--- src/rtl/mem_arb_pkg.sv ---
// Shared types for the IF/LS memory arbiter.
// Owner and state encodings, NOP word, counter sizing helper.
package mem_arb_pkg;

    typedef enum logic [1:0] {
        IDLE    = 2'd0,
        BUSY_IF = 2'd1,
        BUSY_LS = 2'd2
    } state_t;

    typedef enum logic {
        OWN_IF = 1'b0,
        OWN_LS = 1'b1
    } owner_t;

    localparam logic [31:0] NOP = 32'h0000_0013;

    function automatic int cnt_width(input int limit);
        return (limit > 0) ? $clog2(limit + 1) : 1;
    endfunction

endpackage

--- src/rtl/mem_arb_sel.sv ---
// Winner selection between fetch and load/store requesters.
// LS wins ties unless the starvation counter has hit its limit.
module mem_arb_sel
    import mem_arb_pkg::*;
#(
    parameter int STARVE_LIMIT = 4,
    parameter int CW           = cnt_width(STARVE_LIMIT)
) (
    input  logic          if_req,
    input  logic          ls_req,
    input  logic [CW-1:0] starve_cnt,
    output logic          grant,
    output owner_t        winner
);

    logic force_if;
    logic ls_win;

    assign force_if = (STARVE_LIMIT != 0) &&
                      (starve_cnt == CW'(STARVE_LIMIT));
    assign ls_win   = ls_req && !(if_req && force_if);
    assign grant    = if_req || ls_req;
    assign winner   = ls_win ? OWN_LS : OWN_IF;

endmodule

--- src/rtl/mem_arbiter.sv ---
// Single-port memory arbiter for the IF and LS paths.
// Define MEM_ARB_TIMEOUT_EN to add the wait timeout and err pulse.
module mem_arbiter
    import mem_arb_pkg::*;
#(
    parameter int STARVE_LIMIT   = 4,
    parameter int TIMEOUT_CYCLES = 64
) (
    input  logic        clk,
    input  logic        reset,
    input  logic        if_req,
    input  logic [31:0] if_addr,
    output logic        if_gnt,
    output logic        if_valid,
    output logic [31:0] if_rdata,
    input  logic        ls_req,
    input  logic        ls_we,
    input  logic [31:0] ls_addr,
    input  logic [31:0] ls_wdata,
    input  logic [3:0]  ls_wstrb,
    output logic        ls_gnt,
    output logic        ls_valid,
    output logic [31:0] ls_rdata,
    output logic        mem_req,
    output logic        mem_we,
    output logic [31:0] mem_addr,
    output logic [31:0] mem_wdata,
    output logic [3:0]  mem_wstrb,
    input  logic        mem_ready,
`ifdef MEM_ARB_TIMEOUT_EN
    input  logic [31:0] mem_rdata,
    output logic        err
`else
    input  logic [31:0] mem_rdata
`endif
);

    localparam int CW = cnt_width(STARVE_LIMIT);

    state_t        state;
    state_t        state_n;
    logic [CW-1:0] starve_cnt;
    logic          grant;
    owner_t        winner;
    logic          busy;
    logic          done;
    logic          timeout;
    logic [31:0]   cap_addr;
    logic [31:0]   cap_wdata;
    logic [3:0]    cap_wstrb;
    logic          cap_we;

    mem_arb_sel #(
        .STARVE_LIMIT(STARVE_LIMIT),
        .CW          (CW)
    ) u_sel (
        .if_req    (if_req),
        .ls_req    (ls_req),
        .starve_cnt(starve_cnt),
        .grant     (grant),
        .winner    (winner)
    );

    // Grants are gated by reset so every output reads 0 while it is held.
    assign if_gnt = !reset && (state == IDLE) && grant && (winner == OWN_IF);
    assign ls_gnt = !reset && (state == IDLE) && grant && (winner == OWN_LS);

    assign busy      = (state != IDLE);
    assign done      = busy && (mem_ready || timeout);
    assign mem_req   = busy;
    assign mem_we    = cap_we;
    assign mem_addr  = cap_addr & ~32'h3;
    assign mem_wdata = cap_wdata;
    assign mem_wstrb = cap_we ? cap_wstrb : 4'h0;

`ifdef MEM_ARB_TIMEOUT_EN
    localparam int WW = $clog2(TIMEOUT_CYCLES + 1);
    logic [WW-1:0] wait_cnt;

    assign timeout = busy && !mem_ready &&
                     (wait_cnt == WW'(TIMEOUT_CYCLES - 1));

    always_ff @(posedge clk or posedge reset) begin
        if (reset) begin
            wait_cnt <= '0;
            err      <= 1'b0;
        end else begin
            err <= timeout;
            if (if_gnt || ls_gnt) begin
                wait_cnt <= '0;
            end else if (busy && !mem_ready) begin
                wait_cnt <= wait_cnt + WW'(1);
            end
        end
    end
`else
    assign timeout = 1'b0;
`endif

    always_ff @(posedge clk or posedge reset) begin
        if (reset) begin
            state <= IDLE;
        end else begin
            state <= state_n;
        end
    end

    always_comb begin
        state_n = state;
        unique case (state)
            IDLE: begin
                if (grant) begin
                    state_n = (winner == OWN_LS) ? BUSY_LS : BUSY_IF;
                end
            end
            BUSY_IF, BUSY_LS: begin
                if (done) begin
                    state_n = IDLE;
                end
            end
            default: state_n = IDLE;
        endcase
    end

    always_ff @(posedge clk or posedge reset) begin
        if (reset) begin
            cap_addr  <= '0;
            cap_wdata <= '0;
            cap_wstrb <= '0;
            cap_we    <= 1'b0;
        end else if (if_gnt) begin
            cap_addr  <= if_addr;
            cap_wdata <= '0;
            cap_wstrb <= '0;
            cap_we    <= 1'b0;
        end else if (ls_gnt) begin
            cap_addr  <= ls_addr;
            cap_wdata <= ls_wdata;
            cap_wstrb <= ls_wstrb;
            cap_we    <= ls_we;
        end
    end

    always_ff @(posedge clk or posedge reset) begin
        if (reset) begin
            starve_cnt <= '0;
        end else if (if_gnt) begin
            starve_cnt <= '0;
        end else if (ls_gnt) begin
            if (!if_req) begin
                starve_cnt <= '0;
            end else if (starve_cnt != CW'(STARVE_LIMIT)) begin
                starve_cnt <= starve_cnt + CW'(1);
            end
        end
    end

    // A timed-out access still completes, returning a harmless word.
    always_ff @(posedge clk or posedge reset) begin
        if (reset) begin
            if_valid <= 1'b0;
            ls_valid <= 1'b0;
            if_rdata <= '0;
            ls_rdata <= '0;
        end else begin
            if_valid <= 1'b0;
            ls_valid <= 1'b0;
            if (done && (state == BUSY_IF)) begin
                if_valid <= 1'b1;
                if_rdata <= timeout ? NOP : mem_rdata;
            end
            if (done && (state == BUSY_LS)) begin
                ls_valid <= 1'b1;
                ls_rdata <= (timeout || cap_we) ? 32'h0 : mem_rdata;
            end
        end
    end

endmodule
--- config.mk ---
export PLATFORM = sky130hd
export DESIGN_NAME = mem_arbiter
export DESIGN_NICKNAME = d
export VERILOG_FILES = /design/src/rtl/mem_arb_pkg.sv /design/src/rtl/mem_arb_sel.sv /design/src/rtl/mem_arbiter.sv
export SDC_FILE = /design/constraint.sdc
export NUM_CORES = 1
export LEC_CHECK = 0
export CAP_MARGIN = 20
export CORE_MARGIN = 8
export CORE_UTILIZATION = 40
export CTS_BUF_LIST = sky130_fd_sc_hd__clkbuf_2
export CTS_CLUSTER_DIAMETER = 80
export CTS_CLUSTER_SIZE = 24
export DETAILED_ROUTE_END_ITERATION = 10
export PLACE_DENSITY = 0.77
export SLEW_MARGIN = 10
export SYNTH_ARGS = -nofsm -noshare
export SYNTH_HDL_FRONTEND = slang
export SYNTH_SLANG_ARGS = --single-unit
--- constraint.sdc ---
create_clock -name clk -period 6.25 [get_ports clk]
set_input_delay 0.625 -clock clk [delete_from_list [all_inputs] [get_ports clk]]
set_output_delay 0.625 -clock clk [all_outputs]
set_load 0.1 [all_outputs]
==> reports/results.ini, run 1 <==
[outcome]
status=finished, final reports clean

[min_path]
hold_path_class=input pin to register
min_from=ls_wdata[5]
hold_depth=3
min_to=mem_wdata[5]$_DFFE_PP0P_

[die]
ios=276
rows=45
core_mm2=0.0152
dieArea_mm2=0.0198
fp.dieH_um=141
floorplan.initialDensity=0.409
die_w_um=141

[global_route]
track_usage=0.192
grt_start_max_net_pins=103
grt_pass1_wl_um=30100
grt_pass1_vias=5535
grt_overflow=0
antenna_found_initial=2

[logic_synthesis]
ys_seq_area_frac=0.555
synth_warnings=0
synth.distinct_cells=31
syn_inst=570
syn_area_mm2=0.00622
muxShareOfSynthArea=0.0579
yosys.area_share.simple=0.0996
synth.top_cell.area_share=0.555
synth_compound_area_frac=0.225
synth_xor_xnor_area_share=0
avgSynthCellArea_um2=10.9
synth-adder-area-share=0.0101
yosys-top-cells-area=dfrtp_1, o21ai_0, mux2_2
synth_seq_cells=138
synth_top_family_by_area=compound AO/OA/AOI/OAI gates
yosys.area.top_type=dfrtp_1

[cts]
clk_pin_slew_ns=0.22
hold_buffers=1
cts_resized=0
clock_path_buffers=2
cts.sink_count=138
cts_tree=built
htreeDepth=4
clock_latency_ns=0.67
root_buffer=clkbuf_2
cts_setup_buffers=0
cts_buffers=17

[setup_path]
crit_path_start=state[0]$_DFFE_PP0P_
crit_chain=inv_1, ha_1, o21ai_4, buf_4, nand2b_4, a21oi_1, clkdlybuf4s50_1
cp_num_buf_inv=3
cp_slowest_cell=clkdlybuf4s50_1
reg2reg_to=if_rdata[18]$_DFFE_PP0P_
worstPathRequired_ns=5.62
cp.arrival_ns=3.75
r2r_slack_ns=3.90
reg2reg_depth=5
cp-end-kind=output port
crit_path_max_incr_delay_ns=1.03
rr_startpoint=state[0]$_DFFE_PP0P_
crit_path_start_kind=register
crit_type=register to output port
critical_path.top_delay_family=buffers and inverters
critPathMaxFanout=73

[drt]
dr.pass1.iters=5
viasPerCell=5.39
drtIter0Drc=322
wl_per_cell_um=19.4
drc=0
wl_um=19700
drtAntennaViolNets=0
via_count=5450

[sta]
setup_tns_ns=0
finalSetupViolCount=0
hold_viol_final=0
max_freq_mhz=228
slew_violations=0
layout_setup_ws_ns=1.87
relSlewSlack=0.301
fin_worst_skew_ns=0.0240
period_minus_slack_ns=4.38
tightest_slew_ns=1.05
period_share=0.701
rsz0062_at_grt=false

[cells_and_area]
drive_gt1_frac=0.0973
areaGrowthSynthToFinish_pct=48.0
fin_nets=952

[place]
gp_congestion=0.781
hpwlAfterDp_um=13900
portBuffers=269
pre_cts_ws_ns=2.08

[run]
drv_cap=0

## cell families after synthesis
logic type	Yosys count
compound gates	206
fa+ha+maj	5
buf+inv	70
flops	138
mux	32
other cells	1
simple gates	118
## synthesized netlist by cell type (all sizes together)
cell type / number
nand2b: 33
inv: 11
buf: 25
a32o: 1
conb: 1
nand3b: 1
nor2: 3
a311o: 30
ha: 5
a21oi: 1
nand2: 35
a22o: 1
and2: 5
mux2: 32
a311oi: 1
dfrtp: 138
nor3b: 1
o22ai: 2
a21boi: 30
clkbuf: 34
o21ai: 109
nand3: 39
a2bb2oi: 1
nand4b: 1
o22a: 30
## state kept, by name, summed over array words and instances, names as in the netlist
register	count
if_rdata	32
cap_addr	30
mem_wdata	32
if_valid	1
state	2
cap_wstrb	4
ls_rdata	32
starve_cnt	3
mem_we	1
ls_valid	1
## worst register-to-register path, stage by stage (launching register included)
cell and delay (ns):
dfrtp_1 0.42, inv_1 0.08, ha_1 0.28, inv_1 0.14, nand3_2 0.74, mux2_2 0.60
## placed cells by master, fill, tap and decap left out, drive strengths merged
master and count:
clkdlybuf4s50 267, dfrtp 138, o21ai 109, nand3 39, nand2 35, nand2b 33
mux2 32, a311o 30, a21boi 30, o22a 30, clkbuf 18, inv 14
buf 10, and2 5, ha 5, clkinvlp 4, clkinv 4, bufinv 3
nor2 3, o22ai 2, conb 2, diode 1, nand3b 1, nand4b 1
a21oi 1, nor3b 1, a2bb2oi 1, a22o 1, a311oi 1, a32o 1
dlygate4sd3 1
## final cells by class
class	instances	area, um2
repair buffers	278	2750
fillers	1242	6000
well taps	188	235
clock inverters	14	170
flip-flops and latches	138	3450
inverters	11	46.3
clock buffers	18	90.1
multi-input cells	363	2460
diodes	1	2.50
## worst max path at each step
stage                        end  cells after the start
final                     if_gnt                      7
after global placement    if_gnt                      6
after detailed placement  if_gnt                      6
after global routing      if_gnt                      7
after floorplan           if_gnt                      6
after CTS                 if_gnt                      7
## per-stage QoR
step	instances	hold slack (ns)	cell area, um2	util
floorplan	571	0.463	6220	-
global placement	977	0.462	8930	0.588
detailed placement	977	0.470	8930	0.588
CTS	1010	0.386	9200	0.605
global route	1011	0.412	9210	0.606
finish	1011	0.494	9210	0.606
## layer usage
layer  GRT usage  vias up  part of all wire
met5           0        -           0.00046
met2       0.300      246              0.45
met4      0.0639        2             0.020
met3       0.104       26              0.12
met1       0.219     2648              0.41
li1            -     2528                 -
Power of run 1 is left out: the tool's default activity adds up to more than one toggle a clock period on the data nets, which glitch-free logic cannot reach.
==> run 2, diff against run 1 <==
clock period = 4.26 ns   (was 6.25 ns; I/O delays follow)
==> reports/results.ini, run 2 (same netlist as run 1, synthesis figures left out) <==
[sta]
hold_viol_final=0
relSlewSlack=0.278
period_share=0.775
fin_worst_skew_ns=0.0433
rsz0062_at_grt=false
max_freq_mhz=303
tightest_slew_ns=1.08
layout_setup_ws_ns=0.957
setup_tns_ns=0
period_minus_slack_ns=3.30
slew_violations=0
finalSetupViolCount=0
hold_slack_ns=0.114

[min_path]
min_to=mem_wdata[4]$_DFFE_PP0P_
hold_path_class=input pin to register
min_from=ls_req
hold_depth=3

[cells_and_area]
drive_gt1_frac=0.0995
final_cell_mix=clkdlybuf4s50_1, dfrtp_1, o21ai_0
fin_util=0.605
layout_commonest_cell=clkdlybuf4s50_1
fin_nets=954
areaGrowthSynthToFinish_pct=47.8

[setup_path]
reg2reg_depth=6
rr_startpoint=starve_cnt[1]$_DFFE_PP0P_
crit_type=register to output port
critPathMaxFanout=23
reg2reg_to=cap_addr[28]$_DFFE_PP0P_
r2r_slack_ns=1.82
cp.arrival_ns=2.88
cp-end-kind=output port
crit_path_start_kind=register
worstPathRequired_ns=3.83

[global_route]
antenna_found_initial=1
grt_pass1_vias=5630
grt_overflow=0
grt_pass1_wl_um=30800
grt_start_max_net_pins=94
track_usage=0.197

[outcome]
status=finished, final reports clean

[cts]
clock_latency_ns=0.69
cts_setup_buffers=0
cts_buffers=17
clock_path_buffers=2
cts_tree=built
root_buffer=clkbuf_2
clk_pin_slew_ns=0.20
htreeDepth=4
cts.sink_count=138
cts_resized=0
hold_buffers=1

[place]
gp_congestion=0.783
pre_cts_ws_ns=1.41
hpwlAfterDp_um=14100
portBuffers=269

[die]
dieArea_mm2=0.0198
ios=276
rows=45
core_mm2=0.0152
die_w_um=141
fp.dieH_um=141
floorplan.initialDensity=0.409

[drt]
drtIter0Drc=327
wl_um=20000
wl_per_cell_um=19.7
dr.pass1.iters=5
drtAntennaViolNets=0
viasPerCell=5.38
via_count=5458
drc=0

[run]
drv_cap=0

run 2: layer usage:
metal / part of all wire / vias to the layer above / global-route usage
met5: 0 / - / 0
li1: - / 2545 / -
met3: 0.12 / 24 / 0.0982
met4: 0.018 / 0 / 0.0633
met2: 0.45 / 263 / 0.302
met1: 0.41 / 2626 / 0.236
run 2: cell type report:
| cell class | instances | area, um2 |
|---|---|---|
| antenna | 2 | 5.00 |
| clock buffer | 17 | 85.1 |
| clock inverter | 15 | 126 |
| fill | 1212 | 6010 |
| inverter | 11 | 45.0 |
| multi-input combinational | 363 | 2460 |
| sequential | 138 | 3450 |
| tap | 188 | 235 |
| timing repair buffer | 280 | 2780 |
run 2: worst max-delay path, cell delays in order, from the launching register on:
cell and delay, ns:
dfrtp_1 0.83, and2_1 0.23, clkdlybuf4s50_1 1.15
run 2: per-stage QoR:
stage                     instances  area, um2
final                          1014       9190
after global routing           1014       9190
after CTS                      1011       9160
after detailed placement        978       8940
after global placement          978       8940
after floorplan                 571       6230
run 2: how the worst max path moves through the flow:
stage / startpoint / to / slack, ns / cells past startpoint
2_1_floorplan: reset / ls_gnt / 0.09 / 6
5_1_grt: mem_we$_DFFE_PP0P_ / mem_wstrb[3] / 0.76 / 2
4_1_cts: mem_we$_DFFE_PP0P_ / mem_wstrb[3] / 0.84 / 2
6_report: mem_we$_DFFE_PP0P_ / mem_wstrb[3] / 0.96 / 2
3_5_place_dp: if_req / cap_addr[28]$_DFFE_PP0P_ / 1.41 / 5
3_3_place_gp: if_req / cap_addr[26]$_DFFE_PP0P_ / 1.48 / 5
Power of run 2 is left out for the same reason.
